`src/rtl/i2c_pkg.sv`:
```
// Shared definitions for the I2C register target: default address, register depth
// and the protocol state encoding.
package i2c_pkg;

    localparam logic [6:0] DEV_ADDR_DEFAULT = 7'b1010110;
    localparam int         NREG_DEFAULT     = 16;

    typedef enum logic [3:0] {
        ST_IDLE,
        ST_ADDR,
        ST_ACK_ADDR,
        ST_PTR,
        ST_ACK_PTR,
        ST_WDATA,
        ST_ACK_WDATA,
        ST_RDATA,
        ST_RACK,
        ST_WAIT_STOP
    } state_e;

endpackage

```
`src/rtl/i2c_sync_edge.sv`:
```
// Brings SCL/SDA into the clk domain and flags SCL edges plus START/STOP conditions.
// Edge strobes are combinational from the last two stages, so the consumer acts 3 clk after the pin.
module i2c_sync_edge (
    input  logic clk,
    input  logic rst,
    input  logic scl,
    input  logic sda_in,
    output logic scl_rise,
    output logic scl_fall,
    output logic sda_s,
    output logic start_det,
    output logic stop_det
);

    logic scl_p0, scl_p1, scl_p2;
    logic sda_p0, sda_p1, sda_p2;

    always_ff @(posedge clk) begin
        if (rst) begin
            scl_p0 <= 1'b1;
            scl_p1 <= 1'b1;
            scl_p2 <= 1'b1;
            sda_p0 <= 1'b1;
            sda_p1 <= 1'b1;
            sda_p2 <= 1'b1;
        end else begin
            // p0/p1: two-flop synchronizer; p2: edge-detect history
            scl_p0 <= scl;
            scl_p1 <= scl_p0;
            scl_p2 <= scl_p1;
            sda_p0 <= sda_in;
            sda_p1 <= sda_p0;
            sda_p2 <= sda_p1;
        end
    end

    assign scl_rise  = scl_p1 & ~scl_p2;
    assign scl_fall  = ~scl_p1 & scl_p2;
    assign sda_s     = sda_p1;
    assign start_det = scl_p1 & scl_p2 & sda_p2 & ~sda_p1;
    assign stop_det  = scl_p1 & scl_p2 & ~sda_p2 & sda_p1;

endmodule

```
`src/rtl/i2c_target_regs.sv`:
```
// I2C target exposing an NREG x 8-bit register file with an auto-incrementing pointer.
// Data is sampled on SCL rise; SDA drive is updated only on SCL fall (plus STOP/reset release).
module i2c_target_regs
    import i2c_pkg::*;
#(
    parameter logic [6:0] DEV_ADDR = DEV_ADDR_DEFAULT,
    parameter int         NREG     = NREG_DEFAULT,
    localparam int        PW       = $clog2(NREG)
) (
    input  logic          clk,
    input  logic          rst,
    input  logic          scl,
    input  logic          sda_in,
    output logic          sda_oe,
    output logic          busy,
    output logic          wr_valid,
    output logic [PW-1:0] wr_ptr,
    output logic [7:0]    wr_data,
    output logic          xfer_done
);

    logic scl_rise, scl_fall, sda_s, start_det, stop_det;

    state_e                 state_q, state_d;
    logic [NREG-1:0][7:0]   regs;
    logic [7:0]             shreg, tx_q, tx_d;
    logic [3:0]             cnt;
    logic [PW-1:0]          ptr, rd_ptr;
    logic                   rack_nack, oe_d;
    logic                   byte_done, addr_match;

    function automatic logic [PW-1:0] ptr_inc(input logic [PW-1:0] p);
        return (p == PW'(NREG - 1)) ? '0 : p + 1'b1;
    endfunction

    i2c_sync_edge u_sync (
        .clk       (clk),
        .rst       (rst),
        .scl       (scl),
        .sda_in    (sda_in),
        .scl_rise  (scl_rise),
        .scl_fall  (scl_fall),
        .sda_s     (sda_s),
        .start_det (start_det),
        .stop_det  (stop_det)
    );

    assign byte_done  = (cnt == 4'd8);
    assign addr_match = (shreg[7:1] == DEV_ADDR);

    always_ff @(posedge clk) begin
        if (rst) state_q <= ST_IDLE;
        else     state_q <= state_d;
    end

    // Byte-level transitions happen on the SCL fall that closes a bit slot.
    always_comb begin
        state_d = state_q;
        if (stop_det) begin
            state_d = ST_IDLE;
        end else if (start_det) begin
            state_d = ST_ADDR;
        end else if (scl_fall) begin
            case (state_q)
                ST_ADDR:      if (byte_done) state_d = addr_match ? ST_ACK_ADDR : ST_WAIT_STOP;
                ST_ACK_ADDR:  state_d = shreg[0] ? ST_RDATA : ST_PTR;
                ST_PTR:       if (byte_done) state_d = ST_ACK_PTR;
                ST_ACK_PTR:   state_d = ST_WDATA;
                ST_WDATA:     if (byte_done) state_d = ST_ACK_WDATA;
                ST_ACK_WDATA: state_d = ST_WDATA;
                ST_RDATA:     if (byte_done) state_d = ST_RACK;
                ST_RACK:      state_d = rack_nack ? ST_WAIT_STOP : ST_RDATA;
                default:      ;
            endcase
        end
    end

    // SDA drive for the slot that begins at this SCL fall.
    always_comb begin
        rd_ptr = (state_q == ST_RACK) ? ptr_inc(ptr) : ptr;
        tx_d   = tx_q;
        oe_d   = 1'b0;
        case (state_d)
            ST_ACK_ADDR, ST_ACK_PTR, ST_ACK_WDATA: oe_d = 1'b1;
            ST_RDATA: begin
                tx_d = (state_q == ST_RDATA) ? {tx_q[6:0], 1'b0} : regs[rd_ptr];
                oe_d = ~tx_d[7];
            end
            default: ;
        endcase
    end

    always_ff @(posedge clk) begin
        if (rst) begin
            sda_oe    <= 1'b0;
            busy      <= 1'b0;
            wr_valid  <= 1'b0;
            xfer_done <= 1'b0;
            wr_ptr    <= '0;
            wr_data   <= '0;
            ptr       <= '0;
            regs      <= '0;
            shreg     <= '0;
            tx_q      <= '0;
            cnt       <= '0;
            rack_nack <= 1'b0;
        end else begin
            wr_valid  <= 1'b0;
            xfer_done <= 1'b0;
            if (stop_det) begin
                sda_oe    <= 1'b0;
                busy      <= 1'b0;
                xfer_done <= busy;
            end else if (start_det) begin
                cnt <= '0;
            end else if (scl_rise) begin
                if (state_q inside {ST_ADDR, ST_PTR, ST_WDATA, ST_RDATA}) begin
                    shreg <= {shreg[6:0], sda_s};
                    cnt   <= cnt + 4'd1;
                end
                // The write commits on the 8th rise so an aborted byte never lands.
                if (state_q == ST_WDATA && cnt == 4'd7) begin
                    regs[ptr] <= {shreg[6:0], sda_s};
                    wr_valid  <= 1'b1;
                    wr_ptr    <= ptr;
                    wr_data   <= {shreg[6:0], sda_s};
                    ptr       <= ptr_inc(ptr);
                end
                if (state_q == ST_RACK) rack_nack <= sda_s;
            end else if (scl_fall) begin
                sda_oe <= oe_d;
                tx_q   <= tx_d;
                if (state_d != state_q) cnt <= '0;
                if (state_q == ST_ADDR && byte_done) busy <= addr_match;
                if (state_q == ST_PTR && byte_done) ptr <= shreg[PW-1:0];
                if (state_q == ST_RACK && !rack_nack) ptr <= ptr_inc(ptr);
            end
        end
    end

endmodule
```
`config.mk`:
```
export PLATFORM = sky130hd
export DESIGN_NAME = i2c_target_regs
export DESIGN_NICKNAME = d
export VERILOG_FILES = /design/src/rtl/i2c_pkg.sv /design/src/rtl/i2c_sync_edge.sv /design/src/rtl/i2c_target_regs.sv
export SDC_FILE = /design/constraint.sdc
export NUM_CORES = 1
export LEC_CHECK = 0
export BUFFER_PORTS_ARGS = -buffer_cell sky130_fd_sc_hd__buf_4
export CORE_MARGIN = 5
export CORE_UTILIZATION = 48
export CTS_CLUSTER_DIAMETER = 200
export DETAILED_ROUTE_END_ITERATION = 12
export HOLD_SLACK_MARGIN = 0.12
export PLACE_DENSITY_LB_ADDON = 0.05
export SYNTH_ARGS = -nofsm -noshare
export SYNTH_HDL_FRONTEND = slang
export SYNTH_SLANG_ARGS = --single-unit
```
`constraint.sdc`:
```
create_clock -name clk -period 3.95 [get_ports clk]
set_input_delay 0.5925 -clock clk [delete_from_list [all_inputs] [get_ports clk]]
set_output_delay 0.5925 -clock clk [all_outputs]
set_load 0.05 [all_outputs]
```
==> results.py <==
metrics = {
    "detailed_routing": {
        "ant_nets": 0,
        "drt-total-wl_mm": 27.52,
        "dr.first_iter.drc_count": 641,
        "drc": 0,
        "wl_per_cell_um": 18.75,
        "drt_first_pass_iters": 6,
        "vias_per_cell": 5.663,
        "dr_total_vias": 8313,
    },
    "yosys": {
        "syn-cell-area_mm2": 0.009403,
        "syn_nets": 1235,
        "yosys.area.top_type": "dfxtp_1",
        "synth_seq_area_share_pct": 37.90,
        "synthDistinctLibCells": 84,
        "synth.top_cell.area_share_pct": 37.90,
        "synthTopCellsByCount": "nand2_1, dfxtp_1, a21oi_1",
        "async_flop_share_pct": 0,
        "syn_inst": 1221,
        "ys.flop_type": "dfxtp_1",
        "synthTopCellsByArea": "dfxtp_1, nand2_1, a21oi_1",
        "synth-warning-count": 0,
        "synth_edf_count": 0,
        "synth_most_common_cell": "nand2_1",
        "ys_ff_latch": 178,
        "avgSynthCellArea_um2": 7.701,
    },
    "global_routing": {
        "grt_pass1_vias": 7631,
        "grt_max_degree": 85,
        "antenna_found_initial": 0,
        "gr-total-overflow": 0,
        "grt_usage_pct": 24.98,
        "grt_pass1_wl_mm": 43.88,
    },
    "cts": {
        "postCtsSetupRepairBufs": 0,
        "htree_num_levels": 4,
        "cts_tree": "built",
        "cts.repair.resized": 0,
        "cts_buffer_depth": 2,
        "insertion_delay_ns": 0.44,
        "cts_root_buffer": "clkbuf_16",
        "cts_made_buffers": 17,
        "clk_pin_slew_ns": 0.07,
        "cts_sinks": 178,
        "hold_buffers": 0,
    },
    "min_path": {
        "hold-path-endpoint": "u_sync.sda_p0$_SDFF_PP1_",
        "min_path_type": "input pin to register",
        "holdCritStartpoint": "sda_in",
        "hold_depth": 2,
    },
    "finish": {
        "area_growth_pct": 8.916,
        "layout.nets": 1204,
        "fillCellCount": 1955,
        "drive_gt1_share_pct": 10.64,
        "diodes": 0,
    },
    "sta": {
        "fin_crit_sh_pct": 80.49,
        "period_needed_ns": 3.180,
        "fin_setup_tns_ns": 0,
        "tightest_slew_ns": 0.8584,
        "relSlewSlack_pct": 42.77,
        "skew_ns": 0.01526,
        "fmax_mhz": 314.5,
        "hold_viol": 0,
        "setup_viol": 0,
        "rsz0062_at_grt": "no",
        "fin_hold_ws_ns": 0.3386,
        "finalMaxSlewViolations": 0,
    },
    "setup_path": {
        "cp.required_ns": 4.31,
        "slowest_stage": "dfxtp_1",
        "r2r_end": "tx_q[6]$_SDFFE_PP0P_",
        "r2r-start": "ptr[0]$_SDFFE_PP0P_",
        "cp-start-kind": "register",
        "arrival_ns": 3.54,
        "slowest_delay_ns": 0.54,
        "worstPathCellList": "ha_1, buf_4, and3_1, nor3_2, a21oi_2, buf_4, mux2_2, o22ai_1, nor3_1, o21bai_1",
        "crit_path_end_kind": "register",
        "reg2reg_slack_ns": 0.77,
        "cpMostUsedCell": "buf_4",
        "reg2reg_depth": 10,
        "crit_type": "register to register",
        "worst-path-max-fanout": 17,
    },
    "floorplan": {
        "fp.dieW_um": 150.0,
        "placementRows": 51,
        "core_mm2": 0.01940,
        "die_area_mm2": 0.02249,
        "initial_utilization_pct": 48.47,
        "die-height_um": 150.0,
        "ios": 20,
    },
    "power_and_ir_drop": {
        "p_per_area_mw_per_mm2": 352.3,
        "ir_drop_mv": 0.2785,
        "power_uw": 3608,
        "power.leakage_uw": 0.003538,
    },
    "run": {
        "drv_cap": 0,
    },
    "placed_design": {
        "dpl.hpwl_mm": 18.23,
        "place_congestion": 0.8954,
        "port_buffers": 19,
    },
    "run_status": {
        "outcome": "complete, no violations",
    },
}
[cell type report]
type,count,area (um2),share of cell area [%]
Inverter,13,48.80,0.4765
Multi-Input combinational cell,928,5333,52.07
Timing Repair Buffer,52,390.4,3.812
Sequential cell,178,3565,34.81
Clock inverter,14,133.9,1.307
Clock buffer,18,439.2,4.288
Tap cell,265,331.6,3.238
[worst max-delay path by stage]
stage                             start                   end  slack (ns)  depth (start not counted)
global route        ptr[0]$_SDFFE_PP0P_  tx_q[1]$_SDFFE_PP0P_        0.62                         10
global placement    ptr[0]$_SDFFE_PP0P_  tx_q[1]$_SDFFE_PP0P_        0.85                         10
detailed placement  ptr[0]$_SDFFE_PP0P_  tx_q[6]$_SDFFE_PP0P_        0.82                         10
CTS                 ptr[0]$_SDFFE_PP0P_  tx_q[6]$_SDFFE_PP0P_        0.81                         10
floorplan           ptr[0]$_SDFFE_PP0P_  tx_q[0]$_SDFFE_PP0P_        1.42                         10
finish              ptr[0]$_SDFFE_PP0P_  tx_q[6]$_SDFFE_PP0P_        0.77                         10
[layer usage]
metal  GRT usage, %  vias to the layer above  part of all wire [%]
li1               -                     4125                     -
met1          35.81                     3947                    48
met2          40.21                      214                    46
met3          3.119                       27                   4.5
met4          5.810                        0                   1.2
met5              0                        -                     0
[state kept, by name, indices dropped and copies added (netlist names)]
register / cells
u_sync.sda_p0: 1
u_sync.scl_p1: 1
wr_data: 8
rack_nack: 1
wr_valid: 1
state_q: 4
ptr: 4
tx_q: 7
u_sync.sda_s: 1
shreg: 8
u_sync.sda_p2: 1
regs: 128
wr_ptr: 4
u_sync.scl_p2: 1
xfer_done: 1
sda_oe: 1
busy: 1
u_sync.scl_p0: 1
cnt: 4
[layout by cell type (no fill, tap or decap), types with 7 or more instances in the layout]
master and count:
ha_1 10, nand2_1 330, o21ai_0 10, a311oi_1 12, mux2_2 12, nor2_1 82
buf_4 52, and3_1 18, a211oi_1 49, and2_1 18, a21oi_1 121, dfxtp_1 177
mux2i_1 54, inv_1 12, or2_2 7, nor3_1 17, a22oi_1 23, o22ai_1 8
clkbuf_16 17, nand2b_1 55
[kinds of logic after synthesis]
kind of cell | share of synthesized area [%]
multiplexers | 8.024
AND/OR/NAND/NOR | 28.93
XOR/XNOR | 0.09316
adder cells (fa/ha/maj) | 1.331
AO/OA/AOI/OAI | 18.16
flip-flops | 37.90
buffers and inverters | 5.562
[per-stage QoR]
stage               setup WS, ns  utilization (%)  cell area (um2)  instances
floorplan                  1.419                -             9403       1221
detailed placement        0.8208            49.84             9668       1436
global route              0.6160            52.79            10240       1468
CTS                       0.8131            52.79            10240       1468
global placement          0.8522            49.84             9668       1436
finish                    0.7705            52.79            10240       1468
[power by group]
part           switching (uW)  leakage [uW]  internal, uW
combinational             105       0.00182          45.4
sequential               3.00       0.00144          1800
clock                     799      0.000282           857
total                     907       0.00354          2700
[worst max-delay path, delay by kind of cell (launching register included)]
family | cells | cell delay, ns
DFF | 1 | 0.54
and+or+nand+nor | 3 | 0.42
muxes | 1 | 0.38
adders and majority gates | 1 | 0.23
AOI/OAI and AO/OA | 3 | 0.94
buffers and inverters | 2 | 0.59
No activity file was read; power rests on OpenSTA's default activity.
